==> src/rtl/mem_port_arbiter.sv <==
// rtl/mem_port_arbiter.sv - CPU/debug arbiter for the shared instruction/data memory.
// Define ARB_RR_EN for round-robin arbitration; default is fixed CPU priority.
module mem_port_arbiter #(
  parameter int AW      = 8,
  parameter int DW      = 32,
  parameter int MEM_LAT = 1
) (
  input  logic          clk,
  input  logic          rst,
  input  logic          cpu_req,
  input  logic          cpu_we,
  input  logic [AW-1:0] cpu_addr,
  input  logic [DW-1:0] cpu_wdata,
  output logic [DW-1:0] cpu_rdata,
  output logic          cpu_ack,
  output logic          cpu_stall,
  input  logic          dbg_req,
  input  logic          dbg_we,
  input  logic [AW-1:0] dbg_addr,
  input  logic [DW-1:0] dbg_wdata,
  output logic [DW-1:0] dbg_rdata,
  output logic          dbg_ack,
  output logic [AW-1:0] mem_addr,
  output logic          mem_we,
  output logic [DW-1:0] mem_wdata,
  input  logic [DW-1:0] mem_rdata,
  output logic          busy
);

  typedef enum logic [1:0] {
    IDLE   = 2'd0,
    ACCESS = 2'd1,
    DONE   = 2'd2
  } state_t;

  localparam logic [2:0] LAT_INIT = 3'(MEM_LAT - 1);

  state_t     state, state_nxt;
  logic       gnt;
  logic       lat_we;
  logic [2:0] lat_cnt;
  logic       win_dbg;
  logic       any_req;

  assign any_req = cpu_req | dbg_req;

`ifdef ARB_RR_EN
  // last = 1 means the CPU was served most recently, so a tie goes to debug
  logic last;

  always_comb begin
    win_dbg = ~cpu_req;
    if (cpu_req && dbg_req) win_dbg = last;
  end

  always_ff @(posedge clk or posedge rst) begin
    if (rst) begin
      last <= 1'b1;
    end else if (state == IDLE && any_req) begin
      last <= ~win_dbg;
    end
  end
`else
  always_comb win_dbg = ~cpu_req;
`endif

  always_ff @(posedge clk or posedge rst) begin
    if (rst) state <= IDLE;
    else     state <= state_nxt;
  end

  always_comb begin
    state_nxt = state;
    case (state)
      IDLE:    if (any_req) state_nxt = ACCESS;
      ACCESS:  if (lat_cnt == 3'd0) state_nxt = DONE;
      DONE:    state_nxt = IDLE;
      default: state_nxt = IDLE;
    endcase
  end

  // Request fields are frozen at the grant edge; later requester changes are ignored
  always_ff @(posedge clk or posedge rst) begin
    if (rst) begin
      gnt       <= 1'b0;
      lat_we    <= 1'b0;
      lat_cnt   <= 3'd0;
      mem_addr  <= '0;
      mem_wdata <= '0;
      cpu_rdata <= '0;
      dbg_rdata <= '0;
    end else begin
      case (state)
        IDLE: begin
          if (any_req) begin
            gnt       <= win_dbg;
            lat_cnt   <= LAT_INIT;
            lat_we    <= win_dbg ? dbg_we    : cpu_we;
            mem_addr  <= win_dbg ? dbg_addr  : cpu_addr;
            mem_wdata <= win_dbg ? dbg_wdata : cpu_wdata;
          end
        end
        ACCESS: begin
          if (lat_cnt != 3'd0) begin
            lat_cnt <= lat_cnt - 3'd1;
          end else if (!lat_we) begin
            if (gnt) dbg_rdata <= mem_rdata;
            else     cpu_rdata <= mem_rdata;
          end
        end
        default: ;
      endcase
    end
  end

  // Strobe only in the first ACCESS cycle, identified by the untouched counter
  assign mem_we    = (state == ACCESS) && lat_we && (lat_cnt == LAT_INIT);
  assign cpu_ack   = (state == DONE) && !gnt;
  assign dbg_ack   = (state == DONE) && gnt;
  assign busy      = (state != IDLE);
  assign cpu_stall = cpu_req & ~cpu_ack;

endmodule

==> config.mk <==
export PLATFORM = sky130hd
export DESIGN_NAME = mem_port_arbiter
export DESIGN_NICKNAME = d
export VERILOG_FILES = /design/src/rtl/mem_port_arbiter.sv
export SDC_FILE = /design/constraint.sdc
export NUM_CORES = 1
export LEC_CHECK = 0
export CAP_MARGIN = 20
export CORE_MARGIN = 1.5
export CORE_UTILIZATION = 41
export DETAILED_ROUTE_END_ITERATION = 8
export PLACE_DENSITY = 0.85
export SYNTH_ARGS = -nofsm -noshare
export SYNTH_HDL_FRONTEND = slang
export SYNTH_SLANG_ARGS = --single-unit
==> constraint.sdc <==
create_clock -name clk -period 4.4 [get_ports clk]
set_input_delay 0.88 -clock clk [delete_from_list [all_inputs] [get_ports clk]]
set_output_delay 0.88 -clock clk [all_outputs]
set_load 0.02 [all_outputs]
==> results of run 1 <==
-- final timing paths --
check                                       start                   endpoint  cells after the start
setup / recovery             state[0]$_DFFE_PP0P_                       busy                      3
hold / removal             lat_cnt[0]$_DFFE_PP0P_     lat_cnt[0]$_DFFE_PP0P_                      1
setup reg to reg           lat_cnt[0]$_DFFE_PP0P_   cpu_rdata[4]$_DFFE_PP0P_                      5
hold reg to reg            lat_cnt[0]$_DFFE_PP0P_     lat_cnt[0]$_DFFE_PP0P_                      1
max in group asynchronous                     rst   mem_wdata[4]$_DFFE_PP0P_                      4
min in group asynchronous                     rst  cpu_rdata[26]$_DFFE_PP0P_                      2
-- sequential cells by signal, summed over array words and instances (netlist names) --
| name | flops |
|---|---|
| lat_cnt | 3 |
| state | 2 |
| lat_we | 1 |
| dbg_rdata | 32 |
| cpu_rdata | 32 |
| mem_wdata | 32 |
| gnt | 1 |
| mem_addr | 8 |
-- cells by family after synthesis --
logic type	after synthesis
buffers and inverters	27
DFF	111
adders and majority gates	2
and+or+nand+nor	15
muxes	106
AOI/OAI and AO/OA	88
-- metal layers --
| metal | up-vias | GRT usage | share of wire |
|---|---|---|---|
| met4 | 0 | 0.0891 | 0.020 |
| met3 | 20 | 0.0569 | 0.097 |
| met5 | - | 0 | 0 |
| met2 | 173 | 0.356 | 0.50 |
| li1 | 1686 | - | - |
| met1 | 1750 | 0.229 | 0.38 |
-- stage by stage --
| stage | hold slack (ps) | utilization | area (um^2) | setup slack (ps) | cells |
|---|---|---|---|---|---|
| 6_report | 487 | 0.672 | 7350 | 1460 | 713 |
| 5_1_grt | 509 | 0.672 | 7350 | 1340 | 713 |
| 4_1_cts | 495 | 0.668 | 7300 | 1040 | 711 |
| 3_5_place_dp | 481 | 0.639 | 6990 | 1420 | 696 |
| 3_3_place_gp | 461 | 0.639 | 6990 | 1490 | 696 |
| 2_1_floorplan | 451 | - | 4640 | 589 | 349 |
-- area by class of cell --
type	instances	area [um^2]	share of cell area
multi-input combinational	211	1730	0.236
inverter	4	17.5	0.00238
tap	140	175	0.0238
clock buffer	10	229	0.0312
timing repair buffer	232	2330	0.317
clock inverter	5	83.8	0.0114
sequential	111	2780	0.378
-- layout by cell type (no fill, tap or decap), types with 3 or more instances in the layout --
master / netlist / routed
buf_4: 0 / 4
clkbuf_16: 0 / 9
clkdlybuf4s50_1: 0 / 225
dfrtp_1: 111 / 111
inv_1: 4 / 3
mux2_1: 30 / 30
mux2_2: 34 / 34
mux2i_1: 42 / 42
o21ai_0: 81 / 80
-- power by group through the flow --
stage	clock network [W]	logic, W	registers (W)
6_report	0.000846	0.00266	0.00181
5_1_grt	0.000914	0.00283	0.00187
4_1_cts	0.000869	0.00266	0.00181
3_5_place_dp	0	0.00266	0.00183
3_3_place_gp	0	0.00259	0.00179
2_1_floorplan	0	0.000751	0.00239
==> results.yml, run 1 <==
placement:
  dp_hpwl_um: 9020
  place.port_buffers: 226
  gp_congestion: 0.751
logic_synthesis:
  muxShareOfSynthArea: 0.246
  synthAdderAreaFrac: 0.00540
  syn_nets: 469
  synthArstFlopShare: 1.00
  synth-main-ff-cell: "dfrtp_1"
  seq_area_frac_synth: 0.599
  synth_area_um2: 4640
  synth_edf_count: 0
  synth_xor_area_frac: 0
  synth_top_family_by_area: "multiplexers"
  synth_top_area_frac: 0.599
  avgSynthCellArea_um2: 13.3
  synth_area_leaders: "dfrtp_1 (60%), mux2i_1 (9.1%), o21ai_0 (8.7%)"
  synthDistinctLibCells: 27
  synthTopCellsByCount: "dfrtp_1 (111), o21ai_0 (81), mux2i_1 (42), mux2_2 (34), mux2_1 (30)"
  yosysMostFrequentCell: "dfrtp_1"
  yosysWarnings: 0
  synth-compound-area-share: 0.0968
  syn_inst: 349
  netlist.top_cell.by_area: "dfrtp_1"
  yosys_register_bits: 111
  synth_simple_gate_area_share: 0.0240
clocking:
  cts_max_level: 3
  cts.sinks: 111
  cts_buffers: 9
  cts_resized: 0
  clkTransAtPathRegs_ps: 70
  clk_root_buffer_cell: "clkbuf_16"
  hold_buffers: 0
  cts_max_path_buffers: 2
  post-cts-setup-buffers: 0
  clkLatencyLatePin_ps: 330
  cts_tree: "yes"
sta:
  hold_viol_final: 0
  grt_setup_unrepaired: "false"
  setup-violations-final: 0
  min_period_ps: 2940
  worstMarginPinSlew_ps: 773
  skew_ps: 4.29
  slew_viol_final: 0
  setup_tns_ps: 0
  fin_crit_sh: 0.669
  fmax_mhz: 340
  relSlewSlack: 0.483
finish:
  fillers: 800
  syn2layout_area_growth_pct: 58.4
  nets: 689
  drive_gt1_frac: 0.108
  insertedDiodeCount: 0
global_route:
  grt_pass1_wl_um: 18300
  grt_pass1_vias: 3630
  grt_start_max_net_pins: 85
  antenna_found_initial: 0
  grt_use_total: 0.203
  grt-ovfl-total: 0
power_and_ir_drop:
  finalPower_w: 0.00531
  p_sw_w: 0.00194
  swShare: 0.366
  p_int_w: 0.00337
  p_clk_frac: 0.159
  p_seq_frac: 0.341
  p_leak_nw: 3.10
  p_comb_frac: 0.500
  power_density_nw_per_um2: 723
  vdd_drop_max_mv: 0.439
drt:
  route.detailed.drc: 0
  firstDrtPassIters: 4
  drt-total-wl_um: 12100
  drt-vias-per-instance: 5.09
  drt_iter0_drc: 145
  num_vias: 3629
  wire_per_inst_um: 17.0
  ant_nets: 0
setup_path:
  arrival_ps: 2060
  end_kind: "output port"
  reg2reg_slack_ps: 2400
  cp_cell_sequence: "nor2_1 -> inv_1 -> clkdlybuf4s50_1"
  crit_family: "buffers and inverters"
  critPathLaunchType: "flip-flop"
  worst-path-max-fanout: 22
  cp.required_ps: 3520
  slowest_stage: "clkdlybuf4s50_1"
  slowest_delay_ps: 730
  crit_type: "flip-flop to output port"
  cp_num_buf_inv: 2
floorplan:
  ioPinCount: 227
  coreArea_um2: 10900
  rows: 38
  die_w_um: 109
  die_h_um: 109
  die_area_um2: 12000
  initial_core_util: 0.424
run:
  drv_cap: 0
status:
  status: "complete, no violations"
hold_path:
  hold_path.class: "flip-flop to flip-flop"
Power figures use the tool's default switching activity.
==> run 2: changes to the inputs <==
clock period = 2.9 ns   (was 4.4 ns; I/O delays follow)
==> run 2 against run 1 <==
Net effect:
- clock skew grew 5.4 ps
- sequential power rose by 52%
- worst hold slack worse by 2.0 ps
- clock-buffer cell count is the same
- final cell count stayed put
- routed wire length rose by 2.8%
- combinational power is 51% higher
- power grew 50%
- sequential share of layout area up 0.19 points
- via count about the same
- critical endpoint is now mem_we
==> results.yml, run 2 (same netlist as run 1, synthesis figures left out) <==
floorplan:
  initial_core_util: 0.424
  die_area_um2: 12000
  die_h_um: 109
  ioPinCount: 227
  die_w_um: 109
  rows: 38
  coreArea_um2: 10900
clocking:
  post-cts-setup-buffers: 0
  cts_resized: 0
  clkLatencyLatePin_ps: 350
  cts_buffers: 9
  clkTransAtPathRegs_ps: 70
  cts.sinks: 111
  cts_tree: "yes"
  cts_max_level: 3
  cts_max_path_buffers: 2
  clk_root_buffer_cell: "clkbuf_16"
  hold_buffers: 0
global_route:
  antenna_found_initial: 0
  grt_pass1_vias: 3841
  grt_start_max_net_pins: 112
  grt_use_total: 0.207
  grt_pass1_wl_um: 19000
  grt-ovfl-total: 0
sta:
  relSlewSlack: 0.383
  setup_tns_ps: 0
  worstMarginPinSlew_ps: 924
  skew_ps: 9.68
  fmax_mhz: 378
  grt_setup_unrepaired: "false"
  hold_slack_ps: 485
  min_period_ps: 2640
  slew_viol_final: 0
  fin_ws_ps: 256
  fin_crit_sh: 0.912
  setup-violations-final: 0
  hold_viol_final: 0
setup_path:
  arrival_ps: 2060
  cp.required_ps: 2320
  crit_type: "flip-flop to output port"
  critPathLaunchType: "flip-flop"
  worst-path-max-fanout: 4
  end_kind: "output port"
drt:
  ant_nets: 0
  drt_iter0_drc: 158
  wire_per_inst_um: 17.5
  route.detailed.drc: 0
  firstDrtPassIters: 4
  num_vias: 3627
  drt-total-wl_um: 12500
  drt-vias-per-instance: 5.09
finish:
  fillers: 810
  top_regs: "cpu_rdata: 32 flops, dbg_rdata: 32 flops, mem_wdata: 32 flops"
  insertedDiodeCount: 0
  final_common_cell: "clkdlybuf4s50_1"
  syn2layout_area_growth_pct: 57.6
  nets: 688
  mostFrequentLayoutCells: "clkdlybuf4s50_1 (225), dfrtp_1 (111), o21ai_0 (80)"
  drive_gt1_frac: 0.108
placement:
  place.port_buffers: 226
  gp_congestion: 0.690
  dp_hpwl_um: 9220
  place_ws_ps: 468
hold_path:
  hold_path.class: "flip-flop to flip-flop"
power_and_ir_drop:
  vdd_drop_max_mv: 0.619
  finalPower_w: 0.00798
  power_density_nw_per_um2: 1090
  p_leak_nw: 3.08
run:
  drv_cap: 0
status:
  status: "complete, no violations"
run 2: through the flow:
step | std cells | area (um^2) | util
3_5_place_dp | 697 | 7010 | 0.641
2_1_floorplan | 349 | 4640 | -
5_1_grt | 713 | 7310 | 0.668
4_1_cts | 713 | 7310 | 0.668
6_report | 713 | 7310 | 0.668
3_3_place_gp | 697 | 7010 | 0.641
run 2: final timing paths:
check | to | slack [ps] | startpoint | cells past startpoint
worst max-delay path | mem_we | 260 | lat_cnt[0]$_DFFE_PP0P_ | 5
worst min-delay path | lat_cnt[0]$_DFFE_PP0P_ | 480 | lat_cnt[0]$_DFFE_PP0P_ | 1
worst max register to register | cpu_rdata[21]$_DFFE_PP0P_ | 870 | lat_cnt[0]$_DFFE_PP0P_ | 5
worst min register to register | lat_cnt[0]$_DFFE_PP0P_ | 480 | lat_cnt[0]$_DFFE_PP0P_ | 1
max in group asynchronous | mem_wdata[25]$_DFFE_PP0P_ | 1690 | rst | 3
min in group asynchronous | state[0]$_DFFE_PP0P_ | 720 | rst | 3
run 2: layer usage:
| layer | part of all wire | global-route usage | wire length, um | up-vias |
|---|---|---|---|---|
| met5 | 0 | 0 | 0 | - |
| met4 | 0.0061 | 0.0464 | 76 | 0 |
| met3 | 0.079 | 0.0486 | 991 | 9 |
| met2 | 0.51 | 0.381 | 6420 | 165 |
| met1 | 0.40 | 0.245 | 4980 | 1771 |
| li1 | - | - | - | 1682 |
run 2: layout make-up:
type / count / area [um^2] / share of cell area
Sequential cell: 111 / 2780 / 0.380
Timing Repair Buffer: 231 / 2310 / 0.316
Multi-Input combinational cell: 211 / 1730 / 0.237
Clock buffer: 10 / 229 / 0.0313
Tap cell: 140 / 175 / 0.0240
Clock inverter: 6 / 67.6 / 0.00924
Inverter: 4 / 18.8 / 0.00257
run 2: worst max-delay path, stage by stage, from the launching register on:
cell and delay [ps]:
dfrtp_1 390, inv_1 90, ha_1 200, and4bb_4 290
and2_1 130, clkdlybuf4s50_1 620
run 2: where the power goes:
part	switching [W]	internal (W)
clock network	0.000585	0.000608
registers	0.000433	0.00233
logic	0.00201	0.00201
total	0.00302	0.00495
